### config.mk
export PLATFORM = sky130hd
export DESIGN_NAME = mlp_layer_sequencer
export DESIGN_NICKNAME = d
export VERILOG_FILES = /design/src/rtl/mlp_layer_sequencer.sv
export SDC_FILE = /design/constraint.sdc
export NUM_CORES = 1
export LEC_CHECK = 0
export BUFFER_PORTS_ARGS = -buffer_cell sky130_fd_sc_hd__clkbuf_2
export CORE_MARGIN = 8
export CORE_UTILIZATION = 30
export DETAILED_ROUTE_END_ITERATION = 10
export PLACE_DENSITY_LB_ADDON = 0.2
export SLEW_MARGIN = 20
export SYNTH_ARGS = -nofsm -noshare
export SYNTH_HDL_FRONTEND = slang
export SYNTH_SLANG_ARGS = --single-unit
### constraint.sdc
create_clock -name clk -period 3.85 [get_ports clk]
set_clock_uncertainty 0.2 [all_clocks]
set_input_delay 0 -clock clk [delete_from_list [all_inputs] [get_ports clk]]
set_output_delay 0 -clock clk [all_outputs]
set_load 0.1 [all_outputs]
### src/rtl/mlp_layer_sequencer.sv
// ---------------------------------------------------------------------------
// MlpLayerSequencer (module mlp_layer_sequencer)
//
// Sequences one fully-connected MLP layer made of n_pe PEs that share a
// single broadcast input bus. For each input vector the sequencer:
//   1. clears every PE accumulator,
//   2. streams data_size samples onto the bus under a valid/ready handshake,
//   3. waits out the PE pipeline latency,
//   4. snapshots all PE accumulators into a local buffer,
//   5. serialises the n_pe results through a valid/ready output port.
//
// Optional feature:
//   MLP_SEQ_RELU_EN  when defined, every result passes through an FP16 ReLU
//                    (any word with the sign bit set becomes +0.0). When not
//                    defined, results pass through unchanged. Timing is the
//                    same in both builds.
//
// Parameters:
//   tam        word width (FP16 = 16)
//   data_size  samples per input vector (= weights per PE)
//   n_pe       number of PEs / neurons
//   pe_lat     cycles from the last pe_en beat to final acc_out valid (>=1)
//
// Ports:
//   clk        in   rising-edge clock
//   rst        in   asynchronous reset, active high
//   start      in   begin one vector (sampled only in IDLE)
//   in_data    in   input sample
//   in_valid   in   input sample valid
//   in_ready   out  sample accepted this cycle (combinational)
//   pe_rst     out  reset to all PEs (high in IDLE and CLEAR)
//   pe_bus     out  broadcast sample to all PEs
//   pe_en      out  pe_bus carries a new sample this cycle
//   pe_acc     in   concatenated PE accumulators, PE k at [k*tam +: tam]
//   out_data   out  result word
//   out_idx    out  neuron index of out_data
//   out_valid  out  out_data/out_idx valid
//   out_ready  in   downstream accepts the result
//   busy       out  high in every state except IDLE
//   done       out  one-cycle pulse after the last result is accepted
// ---------------------------------------------------------------------------
`timescale 1ns/1ps

module mlp_layer_sequencer #(
    parameter int tam       = 16,
    parameter int data_size = 4,
    parameter int n_pe      = 4,
    parameter int pe_lat    = 2
) (
    input  logic                                    clk,
    input  logic                                    rst,
    input  logic                                    start,
    input  logic [tam-1:0]                          in_data,
    input  logic                                    in_valid,
    output logic                                    in_ready,
    output logic                                    pe_rst,
    output logic [tam-1:0]                          pe_bus,
    output logic                                    pe_en,
    input  logic [n_pe*tam-1:0]                     pe_acc,
    output logic [tam-1:0]                          out_data,
    output logic [((n_pe > 1) ? $clog2(n_pe) : 1)-1:0] out_idx,
    output logic                                    out_valid,
    input  logic                                    out_ready,
    output logic                                    busy,
    output logic                                    done
);

    localparam int IDX_W   = (n_pe > 1) ? $clog2(n_pe) : 1;
    // One counter serves both the STREAM beat count and the DRAIN wait,
    // so it must be wide enough for whichever of the two is longer.
    localparam int CNT_MAX = (data_size > pe_lat) ? data_size : pe_lat;
    localparam int CNT_W   = $clog2(CNT_MAX + 1);

    localparam logic [CNT_W-1:0] DATA_N    = CNT_W'(data_size);
    localparam logic [CNT_W-1:0] DATA_LAST = CNT_W'(data_size - 1);
    localparam logic [CNT_W-1:0] LAT_LAST  = CNT_W'(pe_lat - 1);
    localparam logic [IDX_W-1:0] IDX_LAST  = IDX_W'(n_pe - 1);

    typedef enum logic [2:0] {
        IDLE,
        CLEAR,
        STREAM,
        DRAIN,
        SNAP,
        OUTPUT
    } state_t;

    state_t           state;
    state_t           nxt_state;
    logic [CNT_W-1:0] cnt;
    logic [CNT_W-1:0] nxt_cnt;
    logic [tam-1:0]   acc_buf [n_pe];
    logic             snap_en;
    logic             handshake;
    logic [IDX_W-1:0] idx_inc;

    logic [tam-1:0]   nxt_pe_bus;
    logic             nxt_pe_en;
    logic             nxt_pe_rst;
    logic [tam-1:0]   nxt_out_data;
    logic [IDX_W-1:0] nxt_out_idx;
    logic             nxt_out_valid;
    logic             nxt_busy;
    logic             nxt_done;

    // Optional activation applied on the way out; the buffer always keeps
    // the raw accumulator words.
    function automatic logic [tam-1:0] activate(input logic [tam-1:0] word);
`ifdef MLP_SEQ_RELU_EN
        activate = word[tam-1] ? {tam{1'b0}} : word;
`else
        activate = word;
`endif
    endfunction

    // The only unregistered output: samples are accepted only while
    // streaming and only until the vector is complete.
    assign in_ready  = (state == STREAM) && (cnt < DATA_N);
    assign handshake = in_valid && in_ready;
    // out_idx doubles as the result pointer while serialising.
    assign idx_inc   = out_idx + 1'b1;

    // Next-state and next-output logic. Every output except in_ready is a
    // register, so this block computes the value each one takes at the
    // next edge; anything not mentioned in a state simply holds.
    always_comb begin
        nxt_state     = state;
        nxt_cnt       = cnt;
        nxt_pe_bus    = pe_bus;
        nxt_pe_en     = 1'b0;
        nxt_out_data  = out_data;
        nxt_out_idx   = out_idx;
        nxt_out_valid = out_valid;
        nxt_done      = 1'b0;
        snap_en       = 1'b0;

        case (state)
            IDLE: begin
                if (start) begin
                    nxt_state = CLEAR;
                end
            end

            CLEAR: begin
                nxt_cnt   = '0;
                nxt_state = STREAM;
            end

            STREAM: begin
                if (handshake) begin
                    nxt_pe_bus = in_data;
                    nxt_pe_en  = 1'b1;
                    if (cnt == DATA_LAST) begin
                        nxt_cnt   = '0;
                        nxt_state = DRAIN;
                    end else begin
                        nxt_cnt = cnt + 1'b1;
                    end
                end
            end

            DRAIN: begin
                if (cnt == LAT_LAST) begin
                    nxt_cnt   = '0;
                    nxt_state = SNAP;
                end else begin
                    nxt_cnt = cnt + 1'b1;
                end
            end

            SNAP: begin
                // The first result comes straight from the PE bus so it is
                // presented in the same edge that fills the buffer.
                snap_en       = 1'b1;
                nxt_out_data  = activate(pe_acc[0 +: tam]);
                nxt_out_idx   = '0;
                nxt_out_valid = 1'b1;
                nxt_state     = OUTPUT;
            end

            OUTPUT: begin
                if (out_ready) begin
                    if (out_idx == IDX_LAST) begin
                        nxt_out_valid = 1'b0;
                        nxt_out_idx   = '0;
                        nxt_done      = 1'b1;
                        nxt_state     = IDLE;
                    end else begin
                        nxt_out_idx  = idx_inc;
                        nxt_out_data = activate(acc_buf[idx_inc]);
                    end
                end
            end

            default: begin
                nxt_state = IDLE;
            end
        endcase

        // PEs stay in reset whenever no vector is being streamed, so stray
        // bus activity can never leak into an accumulator.
        nxt_pe_rst = (nxt_state == IDLE) || (nxt_state == CLEAR);
        nxt_busy   = (nxt_state != IDLE);
    end

    // State register and registered outputs. Reset discards any vector in
    // flight and parks the PEs in reset.
    always_ff @(posedge clk or posedge rst) begin
        if (rst) begin
            state     <= IDLE;
            cnt       <= '0;
            pe_rst    <= 1'b1;
            pe_bus    <= '0;
            pe_en     <= 1'b0;
            out_data  <= '0;
            out_idx   <= '0;
            out_valid <= 1'b0;
            busy      <= 1'b0;
            done      <= 1'b0;
        end else begin
            state     <= nxt_state;
            cnt       <= nxt_cnt;
            pe_rst    <= nxt_pe_rst;
            pe_bus    <= nxt_pe_bus;
            pe_en     <= nxt_pe_en;
            out_data  <= nxt_out_data;
            out_idx   <= nxt_out_idx;
            out_valid <= nxt_out_valid;
            busy      <= nxt_busy;
            done      <= nxt_done;
        end
    end

    // Accumulator snapshot. Taken once per vector so the PEs could in
    // principle start on the next vector while results drain out.
    always_ff @(posedge clk or posedge rst) begin
        if (rst) begin
            for (int k = 0; k < n_pe; k++) begin
                acc_buf[k] <= '0;
            end
        end else if (snap_en) begin
            for (int k = 0; k < n_pe; k++) begin
                acc_buf[k] <= pe_acc[k*tam +: tam];
            end
        end
    end

endmodule

==> impl_results.md, run 1 <==
- GR met2 Demand/Resource: 0.1991
- Overall Global Routing Usage: 0.1198
- Total core area: 15830 µm²
- Fin crit share: 0.5995
- CTS Buf Count: 9
- CTS resizes: 0
- Grt ovf: 0
- Die height: between 100 and 150 µm
- Max_slew headroom: 0.3890
- Crit path required time: 3.88 ns
- Net Count, Synth: 404
- Clock sinks: between 100 and 150
- Synth Register Bits: 109
- Largest net degree at the start of global routing: 82
- Design Area, Final: 6761 µm²
- Pre-Repair DR Iteration Count: 4
- Routed length per placed instance: 15.74 µm
- Peak supply drop: a little over 0.7 mV
- Kind of critical path: reg2reg
- Leak Pwr: ~3.1 nW
- IO buf count: 124
- Critical path startpoint category: flop
- H-Tree Depth: 3
- Clock transition at path regs: 0.07 ns
- Worst r2r src: out_idx[1]
- Slew Limit Fails: 0
- Max Cap Violations: 0
- Placed Instance Area: around 5600 µm²
- Number of synthesized flops with an enable pin: 0
- Residual DRC: 0
- CTS root buf: clkbuf_16
- Final Util: 0.4272
- Synth warn: 0
- Dpl hpwl: about 7900 µm
- Total die area: 20400 µm²
- Avg Synthesized Cell Area: ~15 µm²
- GR Util met1: 0.1416
- Crit path max fanout: 17
- Global routing met3 resource utilization: 0.04274
- Vias/cell: 4.492
- Most frequent cells in the layout: clkbuf_2, dfrtp_1, dlygate4sd3_1
- DRT iter0 DRCs: 82
- Area grow syn2layout: 40.11%
- Post-Route WL: ~12000 µm
- Final TNS setup: 0 ns
- Ys async rst share: 1.000
- Initial antenna violation count: 1
- Hold Crit Class: in2async
- Share of layout cells above drive strength 1: 0.4741
- # setup viols final: 0
- Vias in the first global route: 3742
- Global-route wire length before repair: ~19000 µm
- RSZ-0062 raised after global routing: false
- Post-Layout Cell Count: 738
- P per Cell Area: 904.8 nW/µm²
- Minimum clock period: 2.308 ns
- Clock latency on the worst-skew pair: 0.35 ns
- Hold Buf Count CTS: 85
- Internal reg-to-reg setup slack: 1.54 ns
- Placer Congestion: between 0.7 and 0.8
- Top cell type's share of synthesized area: 0.5600
- Fillers: ~1500
- Slew @ Worst Pin: between 0.9 and 1 ns
- Unique masters post-synth: 38
- Via count: 3315
- Reg2reg path depth: 3
- Synth top area cells: dfrtp_1, mux2_2, mux4_2
- Power, Total: 6.118 mW
- Commonest non-fill, non-tap cell in the layout: clkbuf_2
- Fin. Hold Viols: 0
- Final Worst Setup Slack: between 1.5 and 2 ns
- Die W: 142.8 µm
- Routed Antenna Nets: 0
- F_max: 433.3 MHz
- Critical R2R Capture: out_data[0]
- FP Rows: 46
- Post-Syn Area: 4826 µm²
- Status: finished clean
- Ports: between 100 and 150
- Place WS: 1.522 ns
- Ys flop type: dfrtp_1
- Clk buf depth: 2
- Placed insts: about 640
- Gate Count Post-Synth: ~310
- Nets@finish: 608
- CTS tree: built
- Setup crit end kind: flop
- Arrival time at the worst endpoint: 2.34 ns
- Post-CTS setup buffer count: 0
- Final Hold Slack: slightly above 0.07 ns
- Initial core utilization: 0.3049
- Register area share after synthesis: 0.5655
- GR peak layer: met2
- Synth area leader: dfrtp_1
worst max-delay path: stages, from the launching register on:
cell and delay [ns]:
dfrtp_1 0.40, ha_1 0.84, mux4_2 0.41, a221o_1 0.35
per-layer routing:
| metal | vias up | share of wire | wire length, µm |
|---|---|---|---|
| li1 | 1563 | - | - |
| met1 | 1656 | 0.43 | 5041 |
| met2 | 85 | 0.49 | 5665 |
| met3 | 11 | 0.065 | 758 |
| met4 | 0 | 0.013 | 152 |
| met5 | - | 0 | 0 |
logic make-up after synthesis:
| logic type | share of synthesized area |
|---|---|
| mux | 0.2772 |
| flops | 0.5655 |
| compound gates | 0.05574 |
| simple gates | 0.05419 |
| buf+inv | 0.03189 |
| fa+ha+maj | 0.01556 |
flip-flops by register name, indices dropped and copies added, names as in the netlist:
register,cells
cnt,3
pe_bus,16
state,3
out_valid,1
done,1
pe_en,1
busy,1
acc_buf,64
out_idx,2
out_data,16
pe_rst,1
Yosys cell counts (2+ instances only):
master / count
a221o_1: 16
a2bb2oi_1: 2
and2_1: 16
buf_2: 12
buf_6: 4
clkbuf_1: 3
dfrtp_1: 108
ha_1: 6
inv_1: 8
mux2_2: 73
mux2_4: 9
mux2i_1: 2
mux4_2: 16
nand2_1: 3
nand2b_1: 2
nand3_1: 3
nor2_1: 2
nor2b_1: 6
nor3_1: 2
o211ai_1: 2
worst max path at each step:
stage                     startpoint          end  slack (ns)
after floorplan                  rst   acc_buf[0]        0.78
after CTS                 out_idx[1]  out_data[0]        1.51
after detailed placement  out_idx[1]  out_data[0]        1.52
final                     out_idx[1]  out_data[0]        1.54
after global routing      out_idx[1]  out_data[0]        1.46
after global placement    out_idx[1]  out_data[0]        1.53
power by group:
group | internal [mW] | switching (mW) | leakage [nW]
clock | 0.435 | 0.412 | 0.125
sequential | 1.69 | 0.327 | 1.34
combinational | 1.10 | 2.15 | 1.67
layout make-up:
| class | count | area, µm² | share of cell area |
|---|---|---|---|
| Antenna cell | 1 | 2.502 | 0.0003701 |
| Clock buffer | 11 | 232.7 | 0.03442 |
| Clock inverter | 4 | 26.28 | 0.003886 |
| Inverter | 8 | 32.53 | 0.004811 |
| Multi-Input combinational cell | 176 | 1954 | 0.2890 |
| Sequential cell | 109 | 2729 | 0.4036 |
| Tap cell | 216 | 270.3 | 0.03997 |
| Timing Repair Buffer | 213 | 1514 | 0.2239 |
(Power assumes the default switching activity.)
==> run 2: changes to the inputs <==
Clock period 3.85 ns to 2.1 ns, I/O delays scaled along.
==> run 2 against run 1 <==
Compared with the run above:
- register-to-register slack worse by 1.4 ns
- largest power group unchanged
- die area unchanged
- first-iteration DRC count up 50%
- sequential cell count unchanged
- critical path depth up 1
- global-route usage about the same
- power up 86%
- clock power up 89%
- hold slack better by 0.074 ns
==> impl_results.md, run 2 (synthesis gave the netlist of run 1 again) <==
- Total core area: 15830 µm² (unchanged)
- Worst r2r src: state[1] (was out_idx[1])
- CTS Buf Count: 9 (unchanged)
- Placed insts: 644 (was 637)
- Routed Antenna Nets: 0 (unchanged)
- P per Cell Area: 1659 nW/µm² (was 904.8 nW/µm²)
- Worst setup path startpoint: state[0] (was out_idx[1])
- Hold Buf Count CTS: 84 (was 85)
- Multi-input logic area: 1967 µm² (was 1954 µm²)
- Max incr delay on CP: 0.41 ns (was 0.84 ns)
- Vias/cell: 4.458 (was 4.492)
- Initial core utilization: 0.3049 (unchanged)
- Clock sinks: 109 (unchanged)
- Fin crit share: 0.9132
- Area grow syn2layout: 42.21% (was 40.11%)
- Max_slew headroom: 0.4078 (was 0.3890)
- Peak supply drop: 1.468 mV (was 0.7072 mV)
- Vias in the first global route: 3608 (was 3742)
- Via count: 3317 (was 3315)
- Overall Global Routing Usage: 0.1201 (was 0.1198)
- Clock latency on the worst-skew pair: 0.35 ns (about the same)
- P_sw: 5.349 mW (was 2.891 mW)
- Largest registers: acc_buf: 64 flops, out_data: 16 flops, pe_bus: 16 flops (unchanged)
- Crit path required time: 1.90 ns (was 3.88 ns)
- H-Tree Depth: 3 (unchanged)
- Pre-Repair DR Iteration Count: 4 (unchanged)
- Post-Layout Cell Count: 744 (was 738)
- CTS tree: built (unchanged)
- Routed length per placed instance: 15.62 µm (was 15.74 µm)
- CTS root buf: clkbuf_16 (unchanged)
- # setup viols final: 0 (unchanged)
- Placer Congestion: 0.7594 (was 0.7824)
- Share of layout cells above drive strength 1: 0.4905 (was 0.4741)
- Combinational share of power: 0.539 (was 0.531)
- Clk pwr share: 0.140 (was 0.138)
- Fillers: 1480 (was 1458)
- Arrival time at the worst endpoint: 1.72 ns (was 2.34 ns)
- F_max: between 500 and 600 MHz
- Post-CTS setup buffer count: 0 (unchanged)
- Most flops, register: acc_buf (unchanged)
- IO buf count: 124 (unchanged)
- Critical path startpoint category: flop (unchanged)
- Slew @ Worst Pin: 0.8843 ns (was 0.9124 ns)
- Commonest non-fill, non-tap cell in the layout: clkbuf_2 (unchanged)
- Setup crit end kind: primary output (was flop)
- Largest net degree at the start of global routing: 110 (was 82)
- Most frequent cells in the layout: clkbuf_2, dfrtp_1, dlygate4sd3_1 (unchanged)
- DRT iter0 DRCs: 123 (was 82)
- Crit path max fanout: 4 (was 17)
- Leak Pwr: 3.163 nW (was 3.134 nW)
- Grt ovf: 0 (unchanged)
- Reg power frac: 0.321 (was 0.330)
- Hold Crit Class: in2async (unchanged)
- Critical-path top delay cell: dfrtp_1 (was ha_1)
- Nets@finish: 614 (was 608)
- Clock transition at path regs: 0.07 ns (about the same)
- Global-route wire length before repair: 18930 µm (was 19130 µm)
- Initial antenna violation count: 0 (was 1)
- # diodes: 0 (was 1)
- Top delay family on crit path: buffers and inverters (was adder cells)
- Final Util: 0.4336 (was 0.4272)
- Max Cap Violations: 0 (unchanged)
- Minimum clock period: 1.918 ns
- RSZ-0062 raised after global routing: false (unchanged)
- Max reg flops: 64 (unchanged)
- Status: finished clean (unchanged)
- Total die area: 20400 µm² (unchanged)
- Net Sw Frac: 0.4697 (was 0.4725)
- FP Rows: 46 (unchanged)
- Register area: 2731 µm² (was 2729 µm²)
- CP Buf/Inv Count: 3 (was 0)
- Reg2reg path depth: 3 (unchanged)
- Die W: 142.8 µm (unchanged)
- Stages on worst setup path: 4 (was 3)
- Kind of critical path: reg2out (was reg2reg)
- Final Hold Slack: 0.1464 ns (was 0.07206 ns)
- Power Internal: 6.040 mW (was 3.227 mW)
- Fin. Hold Viols: 0 (unchanged)
- Critical path's most frequent cell: buf_4
- Crit-path cells: buf_4 -> nor4b_4 -> buf_4 -> buf_4 (was ha_1 -> mux4_2 -> a221o_1)
- Residual DRC: 0 (unchanged)
- Die height: 142.8 µm (unchanged)
- Post-Route WL: 11620 µm (about the same)
- Ports: 125 (unchanged)
- CTS resizes: 0 (unchanged)
- Dpl hpwl: 7819 µm (was 7897 µm)
- Slew Limit Fails: 0 (unchanged)
- Clk buf depth: 2 (unchanged)
## run 2: worst reg2reg max path, cell delays in order, from the launching register on
cell and delay, ns:
dfrtp_1 0.37, and4b_1 0.26, nor2b_2 0.73, mux2_2 0.29
## run 2: final timing paths
| check | endpoint | slack, ns |
|---|---|---|
| max | in_ready | 0.18 |
| min | pe_bus[13] | 0.15 |
| max reg2reg | out_idx[0] | 0.19 |
| max in group asynchronous | out_data[3] | 1.09 |
| min reg2reg | out_valid | 0.29 |
| min in group clk | pe_bus[1] | 0.21 |
## run 2: layer usage
metal,track usage,part of all wire
met5,0,0
met3,0.04708,0.068
met2,0.1911,0.48
met4,0.03356,0.010
met1,0.1483,0.44
## run 2: layout make-up
cell class,count,share of cell area
clock inverter,6,0.006928
tap,216,0.03938
clock buffer,10,0.03336
multi-input combinational,176,0.2866
timing repair buffer,219,0.2308
inverter,8,0.004923
sequential,109,0.3980
## run 2: per-stage QoR
step / setup TNS, ns / total power, mW / worst slack [ns] / cell area [µm²]
2_1_floorplan: -9.083 / 8.689 / -0.5632 / 4858
3_3_place_gp: 0 / 9.715 / 0.1592 / 5746
3_5_place_dp: 0 / 9.804 / 0.1781 / 5746
4_1_cts: 0 / 11.58 / 0.1476 / 6863
5_1_grt: 0 / 12.05 / 0.05195 / 6863
6_report: 0 / 11.39 / 0.1824 / 6863
## run 2: power by group through the flow
stage,Sequential [mW],Clock (mW),Combinational [mW]
floorplan,6.19,0,2.50
global placement,3.67,0,6.04
detailed placement,3.70,0,6.10
CTS,3.67,1.68,6.23
global route,3.81,1.76,6.48
finish,3.65,1.60,6.14
==> run 3: changes to the inputs <==
--- a/config.mk
+++ b/config.mk
@@ -10,5 +10,6 @@
 export CORE_UTILIZATION = 30
+export CTS_CLUSTER_SIZE = 10
 export DETAILED_ROUTE_END_ITERATION = 10
 export PLACE_DENSITY_LB_ADDON = 0.2
-export SLEW_MARGIN = 20
+export SLEW_MARGIN = 40
 export SYNTH_ARGS = -nofsm -noshare
==> constraint.sdc (replaced) <==
create_clock -name clk -period 2.1 [get_ports clk]
set_clock_uncertainty 0.2 [all_clocks]
set_input_delay 0.63 -clock clk [delete_from_list [all_inputs] [get_ports clk]]
set_output_delay 0.63 -clock clk [all_outputs]
set_load 0.1 [all_outputs]
==> run 3 against run 2 <==
Compared with the run above:
- the flow now finishes with violations (setup timing)
- cell area fell by 11%
- hold slack got worse by 0.0070 ns
- sequential cell count did not move
- cell count fell by 11%
- worst setup slack got worse by 0.30 ns
- non-clock buffer count fell by 79
- maximum frequency fell by 13%
- core utilization fell by 4.7 points
- first-iteration DRC count rose by 18%
- die area did not move
==> impl_results.md, run 3 (synthesis gave the netlist of run 1 again) <==
- Status: finished, violations left (was finished clean)
- Failing checks: setup timing
- Clock transition at path regs: 0.06 ns (was 0.07 ns)
- Crit path max fanout: 3 (was 4)
- Residual DRC: 0 (unchanged)
- CTS tree: built (unchanged)
- Total die area: 20400 µm² (unchanged)
- Final Worst Setup Slack: -0.1138 ns (was 0.1824 ns)
- Most flops, register: acc_buf (unchanged)
- CTS Buf Count: 9 (unchanged)
- Placed insts: 646 (was 644)
- Vias in the first global route: 3378 (was 3608)
- # diodes: 0 (unchanged)
- Pre-Repair DR Iteration Count: 4 (unchanged)
- Critical path startpoint category: flop (unchanged)
- Clock sinks: 109 (unchanged)
- Design Area, Final: 6125 µm² (was 6863 µm²)
- Overall Global Routing Usage: 0.1153 (was 0.1201)
- Placed Instance Area: 5821 µm² (was 5746 µm²)
- Largest net degree at the start of global routing: 92 (was 110)
- Internal reg-to-reg setup slack: 0.10 ns (was 0.19 ns)
- Dpl hpwl: 8085 µm (was 7819 µm)
- Share of layout cells above drive strength 1: 0.5871 (was 0.4905)
- DRT iter0 DRCs: 145 (was 123)
- # setup viols final: 1 (was 0)
- Register area: 2731 µm² (unchanged)
- Area grow syn2layout: 26.91% (was 42.21%)
- Met3 wire len: 854 µm (was 796 µm)
- Critical R2R Capture: acc_buf[18] (was out_idx[0])
- Worst r2r src: state[0] (was state[1])
- Via count: 3050 (was 3317)
- Arrival time at the worst endpoint: 1.38 ns (was 1.72 ns)
- Fin crit share: 1.054 (was 0.9132)
- Clk buf depth: 2 (unchanged)
- Total core area: 15830 µm² (unchanged)
- RSZ-0062 raised after global routing: true (was false)
- Die height: 142.8 µm (unchanged)
- Ports: 125 (unchanged)
- M1 WL: 4882 µm (was 5152 µm)
- FP Rows: 46 (unchanged)
- Initial core utilization: 0.3049 (unchanged)
- Met2 WL: 5539 µm (was 5554 µm)
- Max layer used: met5 (was met4)
- Placer Congestion: 0.7548 (was 0.7594)
- Slew Limit Fails: 0 (unchanged)
- Nets@finish: 535 (was 614)
- F_max: 451.7 MHz (was 521.5 MHz)
- Most frequent cells in the layout: clkbuf_2, dfrtp_1, mux2_2 (was clkbuf_2, dfrtp_1, dlygate4sd3_1)
- Hold Buf Count CTS: 0 (was 84)
- Hold Crit Class: in2async (unchanged)
- Global-route wire length before repair: 17840 µm (was 18930 µm)
- Kind of critical path: reg2out (unchanged)
- Max_slew headroom: 0.6046 (was 0.4078)
- Post-Route WL: 11390 µm (was 11620 µm)
- Clock latency on the worst-skew pair: 0.35 ns (about the same)
- Largest registers: acc_buf: 64 flops, out_data: 16 flops, pe_bus: 16 flops (unchanged)
- IO buf count: 124 (unchanged)
- Initial antenna violation count: 1 (was 0)
- Multi-input logic area: 1979 µm² (was 1967 µm²)
- Final TNS setup: -0.1138 ns (was 0 ns)
- Fillers: 1540 (was 1480)
- Place WS: 0.06362 ns (was 0.1781 ns)
- H-Tree Depth: 3 (unchanged)
- Max reg flops: 64 (unchanged)
- Slew @ Worst Pin: 0.5909 ns (was 0.8843 ns)
- Routed length per placed instance: 17.16 µm (was 15.62 µm)
- Max Cap Violations: 0 (unchanged)
- Routed Antenna Nets: 0 (unchanged)
- Vias/cell: 4.593 (was 4.458)
- Commonest non-fill, non-tap cell in the layout: clkbuf_2 (unchanged)
- Setup crit end kind: primary output (unchanged)
- Reg2reg path depth: 6 (was 3)
- Crit path required time: 1.27 ns (was 1.90 ns)
- CTS root buf: clkbuf_16 (unchanged)
- Grt ovf: 0 (unchanged)
- Post-Layout Cell Count: 664 (was 744)
- Fin. Hold Viols: 0 (unchanged)
- Minimum clock period: 2.214 ns (was 1.918 ns)
- Die W: 142.8 µm (unchanged)
## run 3: cell types whose count changed in the layout (fill, tap and decap cells not counted), sizes merged
| cell | change |
|---|---|
| buf | +9 |
| clkinvlp | -2 |
| inv | -1 |
| clkbuf | -2 |
| dlygate4sd3 | -84 |
## run 3: final cells by class
cell class | count | area share
clock buffers | 12 | 0.04188
multi-input cells | 176 | 0.3232
flip-flops and latches | 109 | 0.4460
inverters | 8 | 0.005516
repair buffers | 140 | 0.1359
clock inverters | 3 | 0.003473
well taps | 216 | 0.04413
## run 3: worst max path at each step
| stage | start | endpoint | slack [ns] |
|---|---|---|---|
| 2_1_floorplan | cnt[2] | pe_bus[0] | -0.56 |
| 3_3_place_gp | out_ready | out_idx[0] | -0.21 |
| 3_5_place_dp | out_ready | out_data[0] | 0.06 |
| 4_1_cts | state[0] | in_ready | -0.15 |
| 5_1_grt | state[0] | in_ready | -0.20 |
| 6_report | state[0] | in_ready | -0.11 |
## run 3: routing by layer
layer  up-vias  global-route usage
met1      1536              0.1362
met3         7             0.05643
met2        86              0.1849
met4         2             0.02685
li1       1419                   -
met5         -                   0
## run 3: through the flow
step                      hold slack [ns]    util
after detailed placement           0.2788  0.3677
after floorplan                    0.2751       -
after global routing               0.1520  0.3870
final                              0.1395  0.3870
after CTS                          0.1404  0.3860
after global placement             0.2685  0.3670
## run 3: what timing repair did
action,4_1_cts,5_1_grt
pin swaps,1,0
gates cloned,0,0
buffers inserted,1,2
setup endpoints to repair,2,1
gates resized for setup,1,0
## run 3: worst max-delay path: stages (launching register included)
cell	delay, ns
dfrtp_1	0.42
nor4b_4	0.28
buf_4	0.17
buf_12	0.17
Power of run 3 is not shown: default switching activity piles up to over one toggle a cycle in this logic, so the estimate is an artifact.
